### src/rtl/uart_apb_bridge.sv
// APB4 completer in front of the UART core: forwards 0x000-0x01C as single-cycle core
// strobes and hosts the sticky, maskable interrupt registers at 0x020 / 0x024.
module uart_apb_bridge #(
    parameter int ADDR_W   = 12,
    parameter int NUM_INTR = 8
) (
    input  logic                pclk_i,
    input  logic                prst_i,
    input  logic                psel_i,
    input  logic                penable_i,
    input  logic                pwrite_i,
    input  logic [ADDR_W-1:0]   paddr_i,
    input  logic [31:0]         pwdata_i,
    input  logic [3:0]          pstrb_i,
    output logic [31:0]         prdata_o,
    output logic                pready_o,
    output logic                pslverr_o,
    output logic                core_pwrite_o,
    output logic                core_pread_o,
    output logic [ADDR_W-1:0]   core_paddr_o,
    output logic [31:0]         core_pwdata_o,
    input  logic [31:0]         core_prdata_i,
    input  logic [NUM_INTR-1:0] intr_i,
    output logic                irq_o
);

    typedef enum logic [2:0] {
        S_IDLE,
        S_CWR,
        S_CRD,
        S_CCAP,
        S_LOCAL,
        S_ERR
    } state_t;

    localparam logic [ADDR_W-1:0] ADDR_RX_DATA     = ADDR_W'(12'h008);
    localparam logic [ADDR_W-1:0] ADDR_CORE_LAST   = ADDR_W'(12'h01C);
    localparam logic [ADDR_W-1:0] ADDR_INTR_STATE  = ADDR_W'(12'h020);
    localparam logic [ADDR_W-1:0] ADDR_INTR_ENABLE = ADDR_W'(12'h024);
    localparam logic [ADDR_W-1:0] ADDR_PARK        = ADDR_W'(12'hFFC);

    state_t              r_state;
    logic [ADDR_W-1:0]   r_addr;
    logic                r_write;
    logic                r_pready;
    logic                r_pslverr;
    logic                r_core_pwrite;
    logic                r_core_pread;
    logic [ADDR_W-1:0]   r_core_paddr;
    logic [31:0]         r_core_pwdata;
    logic [NUM_INTR-1:0] r_intr_prev;
    logic [NUM_INTR-1:0] r_intr_state;
    logic [NUM_INTR-1:0] r_intr_enable;
    logic                r_irq;

    logic                w_access;
    logic                w_err;
    logic                w_is_core;
    logic                w_local_wr;
    logic [NUM_INTR-1:0] w_intr_rise;
    logic [NUM_INTR-1:0] w_intr_clr;
    logic [31:0]         w_prdata;

    assign w_access   = psel_i & penable_i;
    assign w_err      = (paddr_i[1:0] != 2'b00) || (paddr_i > ADDR_INTR_ENABLE) ||
                        (pwrite_i && ((paddr_i == ADDR_RX_DATA) || (pstrb_i != 4'hF)));
    assign w_is_core  = (paddr_i <= ADDR_CORE_LAST);
    assign w_local_wr = (r_state == S_LOCAL) && r_write;

    assign w_intr_rise = intr_i & ~r_intr_prev;
    assign w_intr_clr  = (w_local_wr && (r_addr == ADDR_INTR_STATE)) ?
                         r_core_pwdata[NUM_INTR-1:0] : '0;

    // NOTE: every flop is assigned with <= so all registers sample the same pre-edge values.
    always_ff @(posedge pclk_i) begin
        if (prst_i) begin
            r_state       <= S_IDLE;
            r_addr        <= '0;
            r_write       <= 1'b0;
            r_pready      <= 1'b0;
            r_pslverr     <= 1'b0;
            r_core_pwrite <= 1'b0;
            r_core_pread  <= 1'b0;
            r_core_paddr  <= ADDR_PARK;
            r_core_pwdata <= '0;
        end else begin
            // Strobes are single-cycle and the core address parks unless a strobe is issued.
            r_pready      <= 1'b0;
            r_pslverr     <= 1'b0;
            r_core_pwrite <= 1'b0;
            r_core_pread  <= 1'b0;
            r_core_paddr  <= ADDR_PARK;
            case (r_state)
                S_IDLE: begin
                    if (w_access) begin
                        r_addr        <= paddr_i;
                        r_write       <= pwrite_i;
                        r_core_pwdata <= pwdata_i;
                        if (w_err) begin
                            r_state   <= S_ERR;
                            r_pready  <= 1'b1;
                            r_pslverr <= 1'b1;
                        end else if (w_is_core && pwrite_i) begin
                            r_state       <= S_CWR;
                            r_core_pwrite <= 1'b1;
                            r_core_paddr  <= paddr_i;
                            r_pready      <= 1'b1;
                        end else if (w_is_core) begin
                            r_state      <= S_CRD;
                            r_core_pread <= 1'b1;
                            r_core_paddr <= paddr_i;
                        end else begin
                            r_state  <= S_LOCAL;
                            r_pready <= 1'b1;
                        end
                    end
                end
                S_CRD: begin
                    r_state  <= S_CCAP;
                    r_pready <= 1'b1;
                end
                S_CWR, S_CCAP, S_LOCAL, S_ERR: r_state <= S_IDLE;
                default: r_state <= S_IDLE;
            endcase
        end
    end

    // Lines already high at reset must not look like rising edges, hence prev = all ones.
    always_ff @(posedge pclk_i) begin
        if (prst_i) begin
            r_intr_prev   <= '1;
            r_intr_state  <= '0;
            r_intr_enable <= '0;
            r_irq         <= 1'b0;
        end else begin
            r_intr_prev  <= intr_i;
            r_intr_state <= (r_intr_state & ~w_intr_clr) | w_intr_rise;
            if (w_local_wr && (r_addr == ADDR_INTR_ENABLE)) begin
                r_intr_enable <= r_core_pwdata[NUM_INTR-1:0];
            end
            r_irq <= |(r_intr_state & r_intr_enable);
        end
    end

    // NOTE: a default assignment first keeps this block free of inferred latches.
    always_comb begin
        w_prdata = '0;
        if (r_state == S_CCAP) begin
            w_prdata = core_prdata_i;
        end else if ((r_state == S_LOCAL) && !r_write) begin
            w_prdata = (r_addr == ADDR_INTR_STATE) ? 32'(r_intr_state) : 32'(r_intr_enable);
        end
    end

    assign prdata_o      = w_prdata;
    assign pready_o      = r_pready;
    assign pslverr_o     = r_pslverr;
    assign core_pwrite_o = r_core_pwrite;
    assign core_pread_o  = r_core_pread;
    assign core_paddr_o  = r_core_paddr;
    assign core_pwdata_o = r_core_pwdata;
    assign irq_o         = r_irq;

endmodule

### config.mk
export PLATFORM = sky130hd
export DESIGN_NAME = uart_apb_bridge
export DESIGN_NICKNAME = d
export VERILOG_FILES = /design/src/rtl/uart_apb_bridge.sv
export SDC_FILE = /design/constraint.sdc
export NUM_CORES = 1
export LEC_CHECK = 0
export BUFFER_PORTS_ARGS = -buffer_cell sky130_fd_sc_hd__buf_2
export CELL_PAD_IN_SITES_DETAIL_PLACEMENT = 2
export CELL_PAD_IN_SITES_GLOBAL_PLACEMENT = 2
export CORE_MARGIN = 1
export CORE_UTILIZATION = 26
export DETAILED_ROUTE_END_ITERATION = 8
export PLACE_DENSITY_LB_ADDON = 0.1
export SETUP_SLACK_MARGIN = 0.15
export SYNTH_ARGS = -nofsm -noshare
export SYNTH_HDL_FRONTEND = slang
export SYNTH_SLANG_ARGS = --single-unit
### constraint.sdc
create_clock -name pclk_i -period 4.02 [get_ports pclk_i]
set_clock_uncertainty 0.15 [all_clocks]
set_input_delay 0.201 -clock pclk_i [delete_from_list [all_inputs] [get_ports pclk_i]]
set_output_delay 0.201 -clock pclk_i [all_outputs]
set_load 0.005 [all_outputs]
Word-level counts from Yosys, hierarchy flattened
Index checks and enable logic that the tools add are counted.
- register bits: 89
- word-level logic and storage cells: 68
- order comparisons: 2
- equal/unequal tests: 8
- multiplexer cells: 19
- bitwise logic cells: 9
- reduce and logical (&&, ||, !) cells: 17
- operator list (cell ; number):
    $mux 32 ; 1
    $and 8x8->8 ; 3
    $eq 12x6->1 const B ; 2
    $mux 12 ; 2
    $mux 8 ; 3
    $not 8->8 ; 2
    $eq 12x4->1 const B ; 1
    $gt 12x6->1 const B ; 1
    $le 12x5->1 const B ; 1
    $mux 3 ; 4
    $or 8x8->8 ; 1
    $reduce_or 8->1 ; 1
    $mux 1 ; 7
    $eq 3x2->1 const B ; 2
    $logic_and 1x1->1 ; 6
    $pmux 3 s2 ; 1
    $reduce_or 5->1 ; 1
    $ne 4x4->1 const B ; 1
    $reduce_or 4->1 ; 1
    $eq 3x3->1 const B ; 1
    $logic_not 3->1 ; 1
    $logic_or 1x1->1 ; 3
    $reduce_or 3->1 ; 1
    $ne 2x2->1 const B ; 1
    6 further kinds ; 7

Depth between registers and ports, before layout
Gate-level depths: netlist of run 1.
- depth after elaboration: 7
- depth in mapped cells: 6
- mapped depth without buffers: 4

Worst setup path after synthesis of run 1
Ideal clock, no wire load.
- path type: register to output
- start point: register r_addr[1]
- end point: output port prdata_o[0]
- arrival: 1412 ps
- data required time: 3669 ps
- slack: 2257 ps
- cell stages (with the launch flop): 6
- buffers on the path: 1
- cell sequence: dfxtp_1 -> nor4b_1 -> and4b_1 -> buf_4 -> mux2i_1 -> o21ai_0
- cells in the longest elaborated chain, start to end: 4
- ends and longest elaborated chain (element ; RTL line ; source):
    start, declared ; 43 ; logic [ADDR_W-1:0] r_addr;
    start signal, assigned ; 96 ; r_addr <= paddr_i;
    $eq 12x6->1 ; 151 ; w_prdata = (r_addr == ADDR_INTR_STATE) ? 32'(r_intr_state) : 32'(r_intr_enable);
    $mux 8 ; 151 ;
    $mux 8 ; 150 ; end else if ((r_state == S_LOCAL) && !r_write) begin
    $mux 32 ; 148 ; if (r_state == S_CCAP) begin
    end, declared ; 15 ; output logic [31:0] prdata_o,
No other way between the ends.

Worst setup path in the final report of run 1
- start point: register r_addr[9]
- end point: output port prdata_o[3]
The elaborated chain is that of the path after synthesis.

==> results of run 1 <==
==> final timing paths <==
check	to	cells past startpoint
setup / recovery	prdata_o[3]	5
hold / removal	r_addr[11]$_SDFFE_PP0P_	3
setup reg to reg	core_paddr_o[2]$_SDFF_PP1_	2
hold reg to reg	core_pwdata_o[12]$_SDFFE_PP0P_	2
==> repair_timing <==
item / CTS / global route
hold buffers: 51 / 0
hold endpoints to repair: 59 / 0
endpoints found under the setup margin: 0 / 0
==> logic make-up after synthesis <==
family / after synthesis / share of synthesized area [%]
buffers and inverters: 37 / 4.82
other: 1 / 0.107
DFF: 89 / 50.8
and+or+nand+nor: 188 / 27.4
muxes: 8 / 2.28
AOI/OAI and AO/OA: 97 / 14.6
==> through the flow <==
step                cell area (um2)  power [W]  std cells
detailed placement             4500    0.00112        746
CTS                            5330    0.00208        813
global route                   5330    0.00215        813
finish                         5330    0.00205        813
floorplan                      3510    0.00103        421
global placement               4500    0.00111        746
==> critical path, stage by stage (launching register included) <==
cell,delay [ps]
dfxtp_1,320
nor4_1,610
and4b_1,660
mux2i_1,250
o21ai_0,90
buf_2,130
==> layer usage <==
layer | vias to the layer above | GRT usage [%] | wire (um) | share of wire [%]
li1 | 1841 | - | - | -
met1 | 1797 | 22.6 | 5610 | 44
met2 | 123 | 32.5 | 6250 | 49
met3 | 12 | 3.92 | 627 | 4.9
met4 | 0 | 6.73 | 187 | 1.5
met5 | - | 0 | 0 | 0
==> final cells by class <==
cell class	count	area share, %
timing repair buffer	227	26.3
tap	176	4.13
clock inverter	5	1.48
inverter	10	0.704
clock buffer	11	4.56
multi-input combinational	295	29.4
sequential	89	33.4
==> sequential cells by signal, summed over array words and instances, names as in the netlist, 3 cells and up <==
| register | flops |
|---|---|
| core_paddr_o | 12 |
| r_intr_enable | 8 |
| r_addr | 12 |
| r_intr_state | 8 |
| core_pwdata_o | 32 |
| r_intr_prev | 8 |
| r_state | 3 |
==> placed cells by master, fill, tap and decap left out, types with 3 or more instances in the layout <==
| master | n |
|---|---|
| buf_2 | 173 |
| nand2_1 | 101 |
| dfxtp_1 | 89 |
| a21oi_1 | 63 |
| dlygate4sd3_1 | 51 |
| o21ai_0 | 26 |
| and2_1 | 25 |
| inv_1 | 10 |
| nand3_1 | 10 |
| clkbuf_16 | 9 |
| mux2i_1 | 8 |
| or2_2 | 8 |
| nand2b_1 | 8 |
| or3_1 | 7 |
| or4_1 | 5 |
| nor4_1 | 4 |
| a22oi_1 | 4 |
| buf_4 | 3 |
==> power groups by stage <==
stage / clock network, W / registers (W) / logic [W]
after floorplan: 0 / 0.000951 / 0.0000775
after global placement: 0 / 0.000955 / 0.000160
after detailed placement: 0 / 0.000956 / 0.000166
after CTS: 0.000937 / 0.000936 / 0.000206
after global routing: 0.000978 / 0.000940 / 0.000229
final: 0.000910 / 0.000937 / 0.000205
==> results.cfg, run 1 <==
[place]
gp_congestion = 0.757
post-place-ws_ps = 1480
numPortBuffers = 173
dp_hpwl_um = 8440

[worst_setup_path]
cp-start-kind = flop
r2r_slack_ps = 1520
crit_arrival_ps = 2420
critical_path_required_ps = 3670
end_kind = output pin
cp_max_fo = 8
cp-startpoint = r_addr[9]$_SDFFE_PP0P_
worstReg2RegStart = r_state[0]$_SDFFE_PP0P_
crit_type = flop to output pin

[power]
p_switching_w = 0.000471
leakagePower_nw = 2.29
p_per_area_nw_per_um2 = 385
cell_internal_pwr_w = 0.00158
switching_share_pct = 23.0
pwr-share-comb_pct = 10.0
max-vdd-ir-drop_v = 0.000148
seqPwrFrac_pct = 45.7
power_frac_clock_pct = 44.3

[cts]
post_cts_resize_count = 0
clock-sinks = 89
cts_buffer_depth = 2
post-cts-setup-buffer-count = 0
cts_made_buffers = 9
cts_max_level = 3
cts_root_buffer = clkbuf_16
clk_latency_ps = 350
clkSlewWorstSetupHoldPaths_ps = 60
tritoncts = yes

[logic_synthesis]
synth_top_cell_by_area = dfxtp_1
synth_edf_count = 0
ys_seq_area_share_pct = 50.8
synth_common_cells = 101 x nand2_1, 89 x dfxtp_1, 63 x a21oi_1
synth_flop_cell = dfxtp_1
yosysMostFrequentCell = nand2_1
synth_area_um2 = 3510
synth.top_cell.area_share_pct = 50.8
ys_warn_count = 0
synth_area_per_cell_um2 = 8.35
yosysUniqueCellTypes = 38
ys_ff_latch = 89
synthCells = 420
async_reset_ff_share_pct = 0
yosys-top-cells-area = dfxtp_1 51%, nand2_1 11%, a21oi_1 9.0%

[cells_and_area]
fillers = 1510
area_growth_pct = 52.0
diodes = 0
nNetsFinal = 725
regArea_um2 = 1780
drive_gt1_share_pct = 32.3
final_util_pct = 40.4
multiInputGateArea_um2 = 1570

[grt]
grt_max_degree = 60
grt_pass1_vias = 3974
grt_pass1_wl_um = 20800
grt_remaining_overflow = 0
antenna_found_initial = 0
track_usage_pct = 18.7

[sta]
slew_violations = 0
fmax_mhz = 361
fin_ws_ps = 1250
hold_viol_final = 0
setup_violations = 0
fin_crit_sh_pct = 68.9
finalWorstPathRequiredPeriod_ps = 2770
tns_ps = 0
worstMarginPinSlew_ps = 1100
rsz0062_at_grt = false
holdWs_ps = 9.90
relSlewSlack_pct = 26.8

[routing]
dr.pass1.iters = 4
dr.first_iter.drc_count = 97
detail-route-antenna-nets = 0
vias = 3773
drt-wirelength-per-cell_um = 15.6
totalWireLength_um = 12700
avgViaCountPerCell = 4.64
drc = 0

[min_path]
hold_path.class = input port to flop
hold_start = paddr_i[11]

[die]
fp-row-count = 42
ioPinCount = 174
start_util_pct = 26.6
core-area_um2 = 13200
die_x_um = 118
dieHeight_um = 118
die_area_um2 = 14000

[run]
maxCapViolCount = 0

[status]
status = completed
Note: power is estimated with default switching activity, not from simulation.
==> inputs of run 2 (changes only) <==
--- a/config.mk
+++ b/config.mk
@@ -9,7 +9,7 @@
 export CELL_PAD_IN_SITES_DETAIL_PLACEMENT = 2
 export CELL_PAD_IN_SITES_GLOBAL_PLACEMENT = 2
 export CORE_MARGIN = 1
-export CORE_UTILIZATION = 26
+export CORE_UTILIZATION = 24
 export DETAILED_ROUTE_END_ITERATION = 8
 export PLACE_DENSITY_LB_ADDON = 0.1
 export SETUP_SLACK_MARGIN = 0.15
==> constraint.sdc (replaced) <==
create_clock -name pclk_i -period 2.65 [get_ports pclk_i]
set_clock_uncertainty 0.15 [all_clocks]
set_input_delay 0.1325 -clock pclk_i [delete_from_list [all_inputs] [get_ports pclk_i]]
set_output_delay 0.1325 -clock pclk_i [all_outputs]
set_load 0.005 [all_outputs]
==> results.cfg, run 2 (same netlist as run 1, synthesis figures left out) <==
[die]
fp-row-count = 43
core-area_um2 = 14000
die_area_um2 = 15100
dieHeight_um = 123
die_x_um = 123
start_util_pct = 25.0
ioPinCount = 174

[cells_and_area]
area_growth_pct = 52.1
final_cell_mix = 173 x buf_2, 101 x nand2_1, 89 x dfxtp_1, 63 x a21oi_1, 53 x dlygate4sd3_1
final_common_cell = buf_2
nNetsFinal = 731
largest_reg_flops = 32
diodes = 0
fin_area_um2 = 5330
drive_gt1_share_pct = 32.8

[grt]
grt_use_met2_pct = 32.8
grt_pass1_wl_um = 20500
grt.met1_usage_pct = 19.7
top_usage_layer = met2
grt_remaining_overflow = 0
grt_max_degree = 41
antenna_found_initial = 0
met3_usage_pct = 3.58
track_usage_pct = 17.8
grt_pass1_vias = 4108

[worst_setup_path]
cp_max_fo = 8
end_kind = output pin
critical_path_required_ps = 2370
crit_type = flop to output pin
crit_arrival_ps = 2070
cp-start-kind = flop

[cts]
post-cts-setup-buffer-count = 0
cts_buffer_depth = 2
tritoncts = yes
cts_root_buffer = clkbuf_16
cts_max_level = 3
clk_latency_ps = 340
clkSlewWorstSetupHoldPaths_ps = 70
clock-sinks = 89
cts_made_buffers = 9

[sta]
slew_violations = 0
setup_violations = 0
worstMarginPinSlew_ps = 745
finalWorstPathRequiredPeriod_ps = 2350
tns_ps = 0
fmax_mhz = 426
hold_viol_final = 0
fin_crit_sh_pct = 88.6
relSlewSlack_pct = 50.3
rsz0062_at_grt = false

[routing]
vias = 3816
avgViaCountPerCell = 4.64
totalWireLength_um = 13100
dr.first_iter.drc_count = 63
drt-wirelength-per-cell_um = 15.9
dr.pass1.iters = 4
detail-route-antenna-nets = 0
drc = 0

[power]
max-vdd-ir-drop_v = 0.000200
cell_internal_pwr_w = 0.00219
seqPwrFrac_pct = 48.7
switching_share_pct = 25.0
power_frac_clock_pct = 40.3
pwr-share-comb_pct = 11.1
p_switching_w = 0.000730
p_per_area_nw_per_um2 = 547
finalPower_w = 0.00292
leakagePower_nw = 2.29

[min_path]
hold_path.class = input port to flop

[place]
numPortBuffers = 173
place_area_um2 = 4530
dp_hpwl_um = 8930
gp_congestion = 0.691

[run]
maxCapViolCount = 0

[status]
status = completed
[run 2: layout make-up]
cell class,count,area [um2]
fillers,1622,8710
flip-flops and latches,89,1780
multi-input cells,295,1580
repair buffers,233,1450
clock buffers,11,233
well taps,180,225
inverters,10,37.5
clock inverters,5,31.3
[run 2: critical path, stage by stage (launching register included)]
cell and delay, ps:
dfxtp_1 310, nor4_1 330, buf_4 200, and4b_2 430, mux2i_1 220, o21ai_0 90
buf_2 140
[run 2: timing repair]
item | 4_1_cts | 5_1_grt
setup endpoints to repair | 8 | 8
hold endpoints to repair | 66 | 0
gates resized for setup | 1 | 1
pin swaps | 0 | 0
hold buffers | 53 | 0
[run 2: worst paths after layout]
path,endpoint,depth (start not counted),start,slack (ps)
max,prdata_o[2],6,r_addr[9]$_SDFFE_PP0P_,300
min,r_state[0]$_SDFFE_PP0P_,4,penable_i,170
max reg2reg,core_pwdata_o[9]$_SDFFE_PP0P_,4,r_state[0]$_SDFFE_PP0P_,460
min reg2reg,core_pwdata_o[13]$_SDFFE_PP0P_,2,core_pwdata_o[13]$_SDFFE_PP0P_,310
[run 2: layer usage]
| layer | routed length, um | vias up |
|---|---|---|
| met4 | 220 | 0 |
| met1 | 5480 | 1821 |
| met2 | 6550 | 131 |
| li1 | - | 1850 |
| met5 | 0 | - |
| met3 | 806 | 14 |
[run 2: power groups by stage]
stage | Clock (W) | Sequential (W) | Combinational (W)
floorplan | 0 | 0.00144 | 0.000118
detailed placement | 0 | 0.00145 | 0.000261
finish | 0.00117 | 0.00142 | 0.000323
global route | 0.00127 | 0.00143 | 0.000360
CTS | 0.00122 | 0.00142 | 0.000324
global placement | 0 | 0.00145 | 0.000252
[run 2: stage by stage]
step / utilization (%) / std cells / setup WS, ps / hold WS, ps
after floorplan: - / 421 / 945 / 58.7
after global placement: 32.3 / 754 / 446 / 186
after detailed placement: 32.3 / 754 / 413 / 193
after CTS: 37.9 / 823 / 159 / 170
after global routing: 38.0 / 823 / 165 / 186
final: 38.0 / 823 / 302 / 172
